--- src/rtl/cam_init_pkg.sv ---
// Shared types and constants for the camera init sequencer.
package cam_init_pkg;

   typedef enum logic [3:0] {
      IDLE      = 4'd0,
      WAIT_PWUP = 4'd1,
      FETCH     = 4'd2,
      DECODE    = 4'd3,
      WRITE     = 4'd4,
      RESP      = 4'd5,
      DELAY     = 4'd6,
      DONE      = 4'd7,
      ERROR     = 4'd8
   } state_t;

   localparam logic [15:0] END_MARK   = 16'hFFFE;
   localparam logic [15:0] DELAY_MARK = 16'hFFFF;

   typedef struct packed {
      logic [15:0] addr;
      logic [7:0]  data;
   } entry_t;

endpackage

--- src/rtl/ms_tick_gen.sv ---
// Millisecond prescaler: one-cycle tick every CLK_FREQ/1000 cycles while enabled.
module ms_tick_gen #(
   parameter int CLK_FREQ = 74_250_000
) (
   input  logic clk_i,
   input  logic arstn_i,
   input  logic en_i,
   output logic tick_o
);
   localparam int DIV = (CLK_FREQ / 1000 > 1) ? (CLK_FREQ / 1000) : 2;
   localparam int CW  = $clog2(DIV);
   localparam logic [CW-1:0] LAST = CW'(DIV - 1);

   logic [CW-1:0] cnt_r;

   // Free-running divider restarted from zero whenever the enable drops
   always_ff @(posedge clk_i or negedge arstn_i) begin
      if (!arstn_i) begin
         cnt_r  <= '0;
         tick_o <= 1'b0;
      end else if (!en_i) begin
         cnt_r  <= '0;
         tick_o <= 1'b0;
      end else if (cnt_r == LAST) begin
         cnt_r  <= '0;
         tick_o <= 1'b1;
      end else begin
         cnt_r  <= cnt_r + 1'b1;
         tick_o <= 1'b0;
      end
   end

endmodule

--- src/rtl/cam_init_seq.sv ---
// Camera init sequencer: walks an external register table and issues AXI4-Lite
// writes to the SCCB master, with ms delays, response timeout and power-loss abort.
module cam_init_seq
   import cam_init_pkg::*;
#(
   parameter int  CLK_FREQ     = 74_250_000,
   parameter int  TBL_DEPTH    = 256,
   parameter int  RESP_TIMEOUT = 2_000_000,
   localparam int AW           = $clog2(TBL_DEPTH),
   localparam int TOW          = $clog2(RESP_TIMEOUT + 1)
) (
   input  logic          clk_i,
   input  logic          arstn_i,
   input  logic          start_i,
   input  logic          pwup_done_i,
   output logic [AW-1:0] tbl_addr_o,
   input  logic [23:0]   tbl_data_i,
   output logic          awvalid_o,
   input  logic          awready_i,
   output logic [15:0]   awaddr_o,
   output logic          wvalid_o,
   input  logic          wready_i,
   output logic [7:0]    wdata_o,
   output logic          wstrb_o,
   input  logic          bvalid_i,
   output logic          bready_o,
   input  logic [1:0]    bresp_i,
   output logic          busy_o,
   output logic          done_o,
   output logic          err_o,
   output logic [AW-1:0] err_idx_o,
   output logic          csi2_enable_o
);
   state_t         state_r;
   logic [AW-1:0]  idx_r;
   logic [7:0]     ms_cnt_r;
   logic [TOW-1:0] to_cnt_r;
   logic [1:0]     rst_sync_r;
   logic           tick_s;
   entry_t         entry_s;
   logic           last_s, aw_fin_s, w_fin_s, resp_ok_s;
   logic           adv_s, fin_s, abort_s, delay_en_s;

   ms_tick_gen #(.CLK_FREQ(CLK_FREQ)) u_tick (
      .clk_i   (clk_i),
      .arstn_i (arstn_i),
      .en_i    (delay_en_s),
      .tick_o  (tick_s)
   );

   // Reset release is synchronised; assertion stays asynchronous
   always_ff @(posedge clk_i or negedge arstn_i) begin
      if (!arstn_i) begin
         rst_sync_r <= 2'b00;
      end else begin
         rst_sync_r <= {rst_sync_r[0], 1'b1};
      end
   end

   // Step decisions: adv = entry finished, fin = sequence finished, abort = power lost
   always_comb begin
      entry_s    = entry_t'(tbl_data_i);
      last_s     = (idx_r == AW'(TBL_DEPTH - 1));
      aw_fin_s   = !awvalid_o || awready_i;
      w_fin_s    = !wvalid_o || wready_i;
      resp_ok_s  = (state_r == RESP) && bvalid_i && (bresp_i == 2'b00);
      delay_en_s = (state_r == DELAY);
      adv_s      = 1'b0;
      case (state_r)
         DECODE:  adv_s = (entry_s.addr == DELAY_MARK) && (entry_s.data == 8'd0);
         RESP:    adv_s = resp_ok_s;
         DELAY:   adv_s = tick_s && (ms_cnt_r == 8'd1);
         default: adv_s = 1'b0;
      endcase
      abort_s = !pwup_done_i && ((state_r == FETCH) || (state_r == DECODE) ||
                                 (state_r == DELAY) || resp_ok_s);
      fin_s   = (adv_s && last_s) || ((state_r == DECODE) && (entry_s.addr == END_MARK));
   end

   // Sequencer FSM with all outputs registered
   always_ff @(posedge clk_i or negedge arstn_i) begin
      if (!arstn_i) begin
         state_r       <= IDLE;
         idx_r         <= '0;
         ms_cnt_r      <= 8'd0;
         to_cnt_r      <= '0;
         tbl_addr_o    <= '0;
         awvalid_o     <= 1'b0;
         awaddr_o      <= 16'd0;
         wvalid_o      <= 1'b0;
         wdata_o       <= 8'd0;
         wstrb_o       <= 1'b0;
         bready_o      <= 1'b0;
         busy_o        <= 1'b0;
         done_o        <= 1'b0;
         err_o         <= 1'b0;
         err_idx_o     <= '0;
         csi2_enable_o <= 1'b0;
      end else if (rst_sync_r[1]) begin
         if (abort_s) begin
            state_r    <= WAIT_PWUP;
            idx_r      <= '0;
            tbl_addr_o <= '0;
            bready_o   <= 1'b0;
         end else if (fin_s) begin
            state_r       <= DONE;
            bready_o      <= 1'b0;
            busy_o        <= 1'b0;
            done_o        <= 1'b1;
            csi2_enable_o <= 1'b1;
         end else if (adv_s) begin
            state_r    <= FETCH;
            bready_o   <= 1'b0;
            idx_r      <= idx_r + 1'b1;
            tbl_addr_o <= idx_r + 1'b1;
         end else begin
            case (state_r)
               IDLE, DONE, ERROR: begin
                  if (start_i) begin
                     state_r       <= WAIT_PWUP;
                     busy_o        <= 1'b1;
                     done_o        <= 1'b0;
                     err_o         <= 1'b0;
                     err_idx_o     <= '0;
                     csi2_enable_o <= 1'b0;
                  end
               end
               WAIT_PWUP: begin
                  if (pwup_done_i) begin
                     state_r    <= FETCH;
                     idx_r      <= '0;
                     tbl_addr_o <= '0;
                  end
               end
               FETCH: state_r <= DECODE;
               DECODE: begin
                  if (entry_s.addr == DELAY_MARK) begin
                     state_r  <= DELAY;
                     ms_cnt_r <= entry_s.data;
                  end else begin
                     state_r   <= WRITE;
                     awvalid_o <= 1'b1;
                     wvalid_o  <= 1'b1;
                     awaddr_o  <= entry_s.addr;
                     wdata_o   <= entry_s.data;
                     wstrb_o   <= 1'b1;
                  end
               end
               WRITE: begin
                  if (awready_i) awvalid_o <= 1'b0;
                  if (wready_i)  wvalid_o  <= 1'b0;
                  if (aw_fin_s && w_fin_s) begin
                     state_r  <= RESP;
                     bready_o <= 1'b1;
                     to_cnt_r <= '0;
                  end
               end
               RESP: begin
                  // An OKAY response is consumed by adv/abort above, so bvalid here is an error
                  if (bvalid_i || (to_cnt_r == TOW'(RESP_TIMEOUT - 1))) begin
                     state_r       <= ERROR;
                     bready_o      <= 1'b0;
                     busy_o        <= 1'b0;
                     err_o         <= 1'b1;
                     err_idx_o     <= idx_r;
                     csi2_enable_o <= 1'b0;
                  end else begin
                     to_cnt_r <= to_cnt_r + 1'b1;
                  end
               end
               DELAY: begin
                  if (tick_s) ms_cnt_r <= ms_cnt_r - 8'd1;
               end
               default: state_r <= IDLE;
            endcase
         end
      end
   end

endmodule
--- config.mk ---
export PLATFORM = sky130hd
export DESIGN_NAME = cam_init_seq
export DESIGN_NICKNAME = d
export VERILOG_FILES = /design/src/rtl/cam_init_pkg.sv /design/src/rtl/ms_tick_gen.sv /design/src/rtl/cam_init_seq.sv
export SDC_FILE = /design/constraint.sdc
export NUM_CORES = 1
export LEC_CHECK = 0
export BUFFER_PORTS_ARGS = -buffer_cell sky130_fd_sc_hd__clkbuf_2
export CAP_MARGIN = 0
export CORE_MARGIN = 10
export CORE_UTILIZATION = 45
export DETAILED_ROUTE_END_ITERATION = 7
export PLACE_DENSITY_LB_ADDON = 0.25
export SETUP_SLACK_MARGIN = 0.5
export SLEW_MARGIN = 20
export SYNTH_ARGS = -nofsm -noshare
export SYNTH_HDL_FRONTEND = slang
export SYNTH_HIERARCHICAL = 1
export SYNTH_SLANG_ARGS = --single-unit
--- constraint.sdc ---
create_clock -name clk_i -period 2.45 [get_ports clk_i]
set_input_delay 0.3675 -clock clk_i [delete_from_list [all_inputs] [get_ports clk_i]]
set_output_delay 0.3675 -clock clk_i [all_outputs]
set_load 0.01 [all_outputs]
After elaboration in Yosys (flattened, before gate mapping). Cells that the tools add are included.

Add/subtract/negate cells: 4. Eq/ne operators: 32. Reductions and logical operators: 43. Mux-type cells: 52. Bitwise gates (word level): 4.

Operators with widths (count): $mux 8 (9); $mux 21 (2); $pmux 21 s2 (1); $reduce_and 7->1 (5); $mux 17 (2); $eq 16x16->1 const B (2); $pmux 8 s2 (2); $mux 4 (7); $pmux 4 s7 (1); $add 21x1->21 const B (1); $eq 21x21->1 const B (1); $mux 1 (20); $reduce_and 6->1 (3); $add 17x1->17 const B (1); $eq 17x17->1 const B (1); $eq 4x3->1 const B (4); $ne 2x2->1 const B (8); $ne 5x5->1 const B (3); $pmux 1 s2 (6); $reduce_bool 2->1 (6); $reduce_bool 3->1 (3); $add 8x1->8 const B (1); $eq 4x2->1 const B (2); $eq 8x1->1 const B (1); other kinds (22) (43).

Input bits: 33. Register bits: 101. Output and inout bits: 48. Word-level logic and storage cells: 153.

Logic depth before layout (Yosys ltp). Gate-level depths: netlist of the first run.

Depth after elaboration: 8. Mapped depth: 11. Depth with buffers taken out: 8.

Hierarchy. Netlist of the first run, hierarchy kept.

Modules (own cells, without submodules): cam_init_seq (cells each 453, seq. area each 2077.0 sq um, area each 4692.0 sq um, instances 1); ms_tick_gen (cells each 89, seq. area each 450.4 sq um, area each 923.4 sq um, instances 1).

Worst setup path after synthesis of the first run. OpenSTA, ideal clock, no wires.

Kind: in2reg. From: input tbl_data_i[15]. To: register ms_cnt_r[1]. Setup slack: 0.345 ns. Arrival: 1.980 ns. Library setup time: 0.125 ns. Stages on the path: 6. Data required time: 2.325 ns. Buffers on the path: 1. Cells stage by stage: nand4_1 > or4_4 > o31ai_4 > and2_1 > buf_2 > mux2_4.

Cells in the longest elaborated chain, start to end: 7. Elaborated cells between the ends (all ways): 11. Classes of those cells: eq/ne: 3; mux: 1; bitwise: 2; reduce/logical: 5.

RTL lines: start, declared (RTL line cam_init_seq.sv:17) `input logic [23:0] tbl_data_i,`; $eq 16x16->1 (RTL line cam_init_seq.sv:70, cam_init_seq.sv:137); $logic_and 1x1->1 (RTL line cam_init_seq.sv:70) `DECODE: adv_s = (entry_s.addr == DELAY_MARK) && (entry_s.data == 8'd0);`; $pmux 1 s3 (RTL line cam_init_seq.sv:69) `case (state_r)`; $logic_and 1x1->1 (RTL line cam_init_seq.sv:77) `fin_s = (adv_s && last_s) || ((state_r == DECODE) && (entry_s.addr == END_MARK));`; $logic_or 1x1->1 (RTL line cam_init_seq.sv:77); $not 1->1 (no line); $reduce_and 7->1 (no line) (*); end signal, assigned (RTL line cam_init_seq.sv:139) `ms_cnt_r <= entry_s.data;`; end signal, assigned (RTL line cam_init_seq.sv:172) `if (tick_s) ms_cnt_r <= ms_cnt_r - 8'd1;`; end, declared (RTL line cam_init_seq.sv:36) `logic [7:0] ms_cnt_r;`.

Mark *: on every way between the ends. The rest lies on a longest branch, timed or not. A chain may end at the register's enable or synchronous reset.

Worst setup path after layout of the first run.
From: register state_r[1]. To: register to_cnt_r[19].

Cells in the longest elaborated chain, start to end: 8. Elaborated cells between the ends (all ways): 23. Classes of those cells: eq/ne: 7; mux: 2; bitwise: 3; reduce/logical: 11.

RTL lines: start, declared (RTL line cam_init_seq.sv:34) `state_t state_r;`; start signal, assigned (RTL line cam_init_seq.sv:83) `state_r <= IDLE;`; start signal, assigned (RTL line cam_init_seq.sv:101) `state_r <= WAIT_PWUP;`; start signal, assigned (RTL line cam_init_seq.sv:106) `state_r <= DONE;`; $eq 4x3->1 (RTL line cam_init_seq.sv:66, cam_init_seq.sv:69, cam_init_seq.sv:117); $logic_and 1x1->1 (2 in a row) (RTL line cam_init_seq.sv:66) `resp_ok_s = (state_r == RESP) && bvalid_i && (bresp_i == 2'b00);`; $pmux 1 s3 (RTL line cam_init_seq.sv:69); $logic_and 1x1->1 (RTL line cam_init_seq.sv:77); $logic_or 1x1->1 (RTL line cam_init_seq.sv:77); $not 1->1 (no line); $reduce_and 7->1 (no line); end signal, assigned (RTL line cam_init_seq.sv:168) `to_cnt_r <= to_cnt_r + 1'b1;`; end, declared (RTL line cam_init_seq.sv:37) `logic [TOW-1:0] to_cnt_r;`.

Parallel ways exist; a longest one is shown, timed or not.

==> flow_summary.ini, run 1 <==
[outcome]
status = finished, final reports clean

[setup_path]
crit_path_frequent_cell = buf_4
arrival_ps = 2480
path_buf_inv = 5
cp-start-kind = register
critPathSlowestCell = dfrtp_2
critical_path.cell_chain = buf_4, nor4b_4, mux2i_4, o21ai_4, buf_4, nor4_4, buf_4, buf_8, buf_12, a41oi_2, a31oi_2
max_stage_delay_ps = 450
crit_path_max_fanout = 5
critPathTopFamily = buffers and inverters
required_ps = 2690
cp-end-kind = register
critPathKind = register to register

[sta]
worst_pin_slew_ps = 603
fmax_ghz = 0.447
grt_setup_unrepaired = yes
hold_viol = 0
slew_violations = 0
period_share_pct = 91.3
setup_viol = 0
finalCriticalPeriod_ps = 2240
skew_ps = 6.58
max_slew_margin_pct = 59.8

[routing]
num_vias = 5018
ant_nets = 0
routedWlPerCell_um = 18.7
avgViaCountPerCell = 5.64
first_iter_violations = 335
routed_wl_um = 16600
drt-met1-wl_um = 6970
drt_pass1_iterations = 5
wl_met2_um = 8350
met3_wirelength_um = 977
top_layer = met4
route.detailed.drc = 0

[pwr]
power_leakage_uw = 0.00355
power_density_mw_per_mm2 = 849
vdd_ir_drop_max_mv = 0.563

[die]
core_area_mm2 = 0.0121
die_w_um = 132
die_area_mm2 = 0.0173
die-height_um = 132
ioPinCount = 81
initial_utilization_pct = 46.4
fp-row-count = 40

[yosys]
synthArstFlopShare_pct = 100
ys_warn_count = 6
synthDistinctLibCells = 71
synth_largest_area_cell = dfrtp_1
synth_top_family_by_area = simple AND/OR/NAND/NOR gates
ys_seq_area_share_pct = 45.0
synth.avg_cell_area_um2 = 10.4
syn-num-nets = 581
synth_compound_area_share_pct = 15.4
synth_xor_area_share_pct = 2.34
synth_seq_cells = 101
netlist_instances = 542
synth.area.mux_share_pct = 8.85
synth_ff_type = dfrtp_1
synth_top_area_share_pct = 45.0
synth_simple_gate_area_share_pct = 21.7
synth_enable_flop_cells = 0
synthAdderAreaFrac_pct = 1.52
synth_area_leaders = dfrtp_1 (45%), mux2_4 (4.3%), nor2_1 (3.1%), a31oi_2 (2.9%), nand2_1 (2.4%)
syn_area_mm2 = 0.00562

[clocking]
tritoncts = yes
cts_buffer_depth = 2
numCtsBuffers = 9
clock_sinks = 101
ctsRootBufferMaster = clkbuf_16
htree_levels = 3
clk_latency_ps = 360
clk_pin_slew_worst_paths_ps = 80

[grt]
grt_antenna_before_repair = 0
globalRouteOverflowTotal = 0
grt_pass1_wl_um = 26100
grt_max_degree = 59
grtUsageTotal_pct = 18.0
grt_pass1_vias = 5079

[layout]
layout_commonest_cell = dfrtp_1
fin_nets = 755
instances_no_fill = 889
antenna_cells = 0
final_cell_mix = dfrtp_1 (98), buf_4 (82), clkbuf_2 (79)
multiInputGateArea_mm2 = 0.00331
fin_area_mm2 = 0.00793
seq_area_mm2 = 0.00253
drive_gt1_share_pct = 44.8
syn_to_final_growth_pct = 41.3
nFillCells = 953

[run]
maxCapViolations = 0

[placed_design]
place_inst = 838
dpl-instance-area_mm2 = 0.00672
dpl.hpwl_um = 10600
portBuffers = 80
place.gp.congestion = 0.862

[worst_hold_path]
hold_path_class = input port to asynchronous set/reset pin
==> metrics by stage <==
step	total power (uW)	util (%)	TNS (ps)	hold slack (ps)	setup WS (ps)
2_1_floorplan	3670	-	0	71.9	362
4_1_cts	6430	61.7	0	30.1	298
3_3_place_gp	4550	55.5	-3740	333	-223
3_5_place_dp	4620	55.5	-5060	340	-259
5_1_grt	7090	65.5	0	53.2	174
6_report	6730	65.5	0	3.54	213
==> worst paths after layout <==
check	startpoint	endpoint	slack [ps]	cells after the start
min in group clk_i	tbl_data_i[23]	awaddr_o[15]	220	2
worst min-delay path	arstn_i	to_cnt_r[12]	4	1
max in group asynchronous	arstn_i	state_r[1]	1710	2
worst max-delay path	state_r[1]	to_cnt_r[19]	210	11
worst min register to register	rst_sync_r[0]	rst_sync_r[1]	360	0
worst max register to register	state_r[1]	to_cnt_r[19]	210	11
==> report_power, final <==
| part | leakage (uW) | internal [uW] | switching [uW] |
|---|---|---|---|
| combinational | 0.00209 | 1530 | 1460 |
| sequential | 0.00132 | 2040 | 253 |
| clock | 0.000146 | 722 | 727 |
==> sequential cells by signal, indices dropped and copies added, names as in the netlist, 2 cells and up <==
signal	cells
awaddr_o	16
u_tick/cnt_r	17
ms_cnt_r	8
state_r	4
wdata_o	8
to_cnt_r	21
err_idx_o	8
idx_r	8
rst_sync_r	2
==> cell usage after synthesis, drive strengths merged, types with 3 or more instances <==
cell / instances
dfrtp: 101
a22o: 9
o21ai: 22
nor4bb: 3
nand3: 20
a21oi: 17
clkbuf: 5
or3: 3
o21a: 6
nand2: 39
or4: 5
nand2b: 13
nor3: 18
mux2: 27
and3: 15
xnor2: 14
o31ai: 3
nor4: 16
a211o: 5
buf: 20
mux2i: 12
and2: 4
inv: 29
ha: 6
nor2: 47
nor4b: 4
a31oi: 31
nand4: 17
==> cell type report <==
cell class              count  area share (%)
multi-input cells         387            41.8
inverters                  29            1.44
well taps                 168            2.65
repair buffers            188            18.5
clock inverters             7           0.899
clock buffers               9            2.84
flip-flops and latches    101            31.9
==> what timing repair did <==
| action | 4_1_cts | 5_1_grt |
|---|---|---|
| endpoints found under the setup margin | 81 | 82 |
| gates resized for setup | 52 | 53 |
| gates cloned | 4 | 3 |
| hold endpoints to repair | 0 | 0 |
| hold buffers | 0 | 0 |
| pin swaps | 25 | 20 |
| setup buffers | 18 | 10 |
==> worst register-to-register path, cell delays in order, from the launching register on <==
cell     delay (ps)
dfrtp_2         450
buf_4           170
nor4b_4         310
mux2i_4         140
o21ai_4         180
buf_4           160
nor4_4           40
buf_4           140
buf_8           150
buf_12          150
a41oi_2         170
a31oi_2          50
==> kinds of logic after synthesis <==
family | Yosys count
compound gates | 113
buf+inv | 54
fa+ha+maj | 7
simple gates | 212
mux | 39
flops | 101
other cells | 1
xor+xnor | 15
==> metal layers <==
metal  up-vias  GRT usage (%)
li1       2350              -
met1      2482           22.1
met2       159           29.7
met3        27           5.49
met4         0           5.50
met5         -              0
Note: power is estimated with default switching activity, not from simulation.
==> run 2: changes to the inputs <==
Clock period 2.45 ns to 2 ns, I/O delays scaled along.
==> flow_summary.ini, run 2 (synthesis results as in run 1) <==
[setup_path]
required_ps = 2240
cp-end-kind = register
cp-start-kind = register
critPathTopFamily = compound AO/OA/AOI/OAI gates
max_stage_delay_ps = 410
critPathKind = register to register
critical_path.cell_chain = nand2b_1, or3_4, inv_8, nand2_4, o21ai_4, buf_6, nor3_1, a221o_1, a21bo_1
crit_path_max_fanout = 4
path_buf_inv = 2
arrival_ps = 2410
critPathSlowestCell = dfrtp_1

[sta]
setup_ws_ps = -167
max_slew_margin_pct = 63.7
hold_viol = 0
finalCriticalPeriod_ps = 2170
slew_violations = 0
period_share_pct = 108
skew_ps = 6.21
fmax_ghz = 0.461
worst_hold_slack_ps = 172
setup_viol = 77
setup_tns_ps = -7020
grt_setup_unrepaired = yes
worst_pin_slew_ps = 540

[grt]
globalRouteOverflowTotal = 0
grt_pass1_wl_um = 26300
grtUsageTotal_pct = 18.3
grt_pass1_vias = 5119
grt_max_degree = 41
grt_antenna_before_repair = 0

[die]
die_w_um = 132
core_area_mm2 = 0.0121
initial_utilization_pct = 46.4
ioPinCount = 81
die-height_um = 132
die_area_mm2 = 0.0173
fp-row-count = 40

[layout]
nFillCells = 911
seq_area_mm2 = 0.00253
syn_to_final_growth_pct = 44.0
fin_area_mm2 = 0.00809
antenna_cells = 0
fin_nets = 780
regMostFlops = to_cnt_r
largest_reg_flops = 21
multiInputGateArea_mm2 = 0.00329
layout_commonest_cell = buf_4
top_regs = to_cnt_r: 21 flops, u_tick/cnt_r: 17 flops, awaddr_o: 16 flops
final_cell_mix = buf_4 (100), dfrtp_1 (98), clkbuf_2 (79)
drive_gt1_share_pct = 46.2
final_util_pct = 66.8
instances_no_fill = 913

[worst_hold_path]
hold_path_class = input port to register

[routing]
first_iter_violations = 439
num_vias = 5110
avgViaCountPerCell = 5.60
routedWlPerCell_um = 18.3
ant_nets = 0
drt_pass1_iterations = 5
routed_wl_um = 16700
route.detailed.drc = 0

[pwr]
power_density_mw_per_mm2 = 1020
power_leakage_uw = 0.00369
vdd_ir_drop_max_mv = 0.608

[clocking]
htree_levels = 3
numCtsBuffers = 9
clk_pin_slew_worst_paths_ps = 70
cts_buffer_depth = 2
clock_sinks = 101
clk_latency_ps = 350
ctsRootBufferMaster = clkbuf_16
tritoncts = yes

[outcome]
status = finished, violations left
violations = negative setup slack

[placed_design]
dpl-instance-area_mm2 = 0.00703
place.gp.congestion = 0.849
portBuffers = 80
place_inst = 874
dpl.hpwl_um = 11100

[run]
maxCapViolations = 0
-- run 2: what timing repair did --
item / in CTS / in global routing
endpoints found under the setup margin: 99 / 98
pin swaps: 21 / 15
gates cloned: 4 / 4
hold buffers: 1 / 0
endpoints found under the hold margin: 26 / 0
buffers inserted: 13 / 2
gates resized for setup: 63 / 44
-- run 2: metal layers --
metal	share of wire [%]	up-vias	global-route usage, %
met4	1.7	0	4.57
li1	-	2398	-
met1	43	2539	22.6
met3	4.4	26	4.46
met2	51	147	31.1
met5	0	-	0
-- run 2: stage by stage --
step                worst slack, ps  total power (uW)
floorplan                     -41.7              4490
global placement               -255              5690
detailed placement             -291              5770
CTS                           -79.5              8000
global route                   -226              8700
finish                         -167              8290
-- run 2: layout make-up --
type,count,area share [%]
multi-input cells,389,40.7
flip-flops and latches,101,31.3
repair buffers,211,20.6
clock buffers,13,2.97
well taps,168,2.60
inverters,29,1.44
clock inverters,2,0.433
-- run 2: final timing paths --
path	slack (ps)	cells past startpoint	startpoint	endpoint
worst max-delay path	-170	9	state_r[3]	csi2_enable_o
worst min-delay path	170	2	wready_i	wvalid_o
worst max register to register	-170	9	state_r[3]	csi2_enable_o
worst min register to register	360	0	rst_sync_r[0]	rst_sync_r[1]
max in group asynchronous	1020	3	arstn_i	state_r[0]
min in group asynchronous	420	2	arstn_i	wdata_o[1]
-- run 2: power breakdown --
part / switching, uW / leakage [uW] / internal, uW
clock network: 742 / 0.000134 / 964
registers: 320 / 0.00132 / 2510
logic: 1800 / 0.00223 / 1960
total: 2860 / 0.00369 / 5430
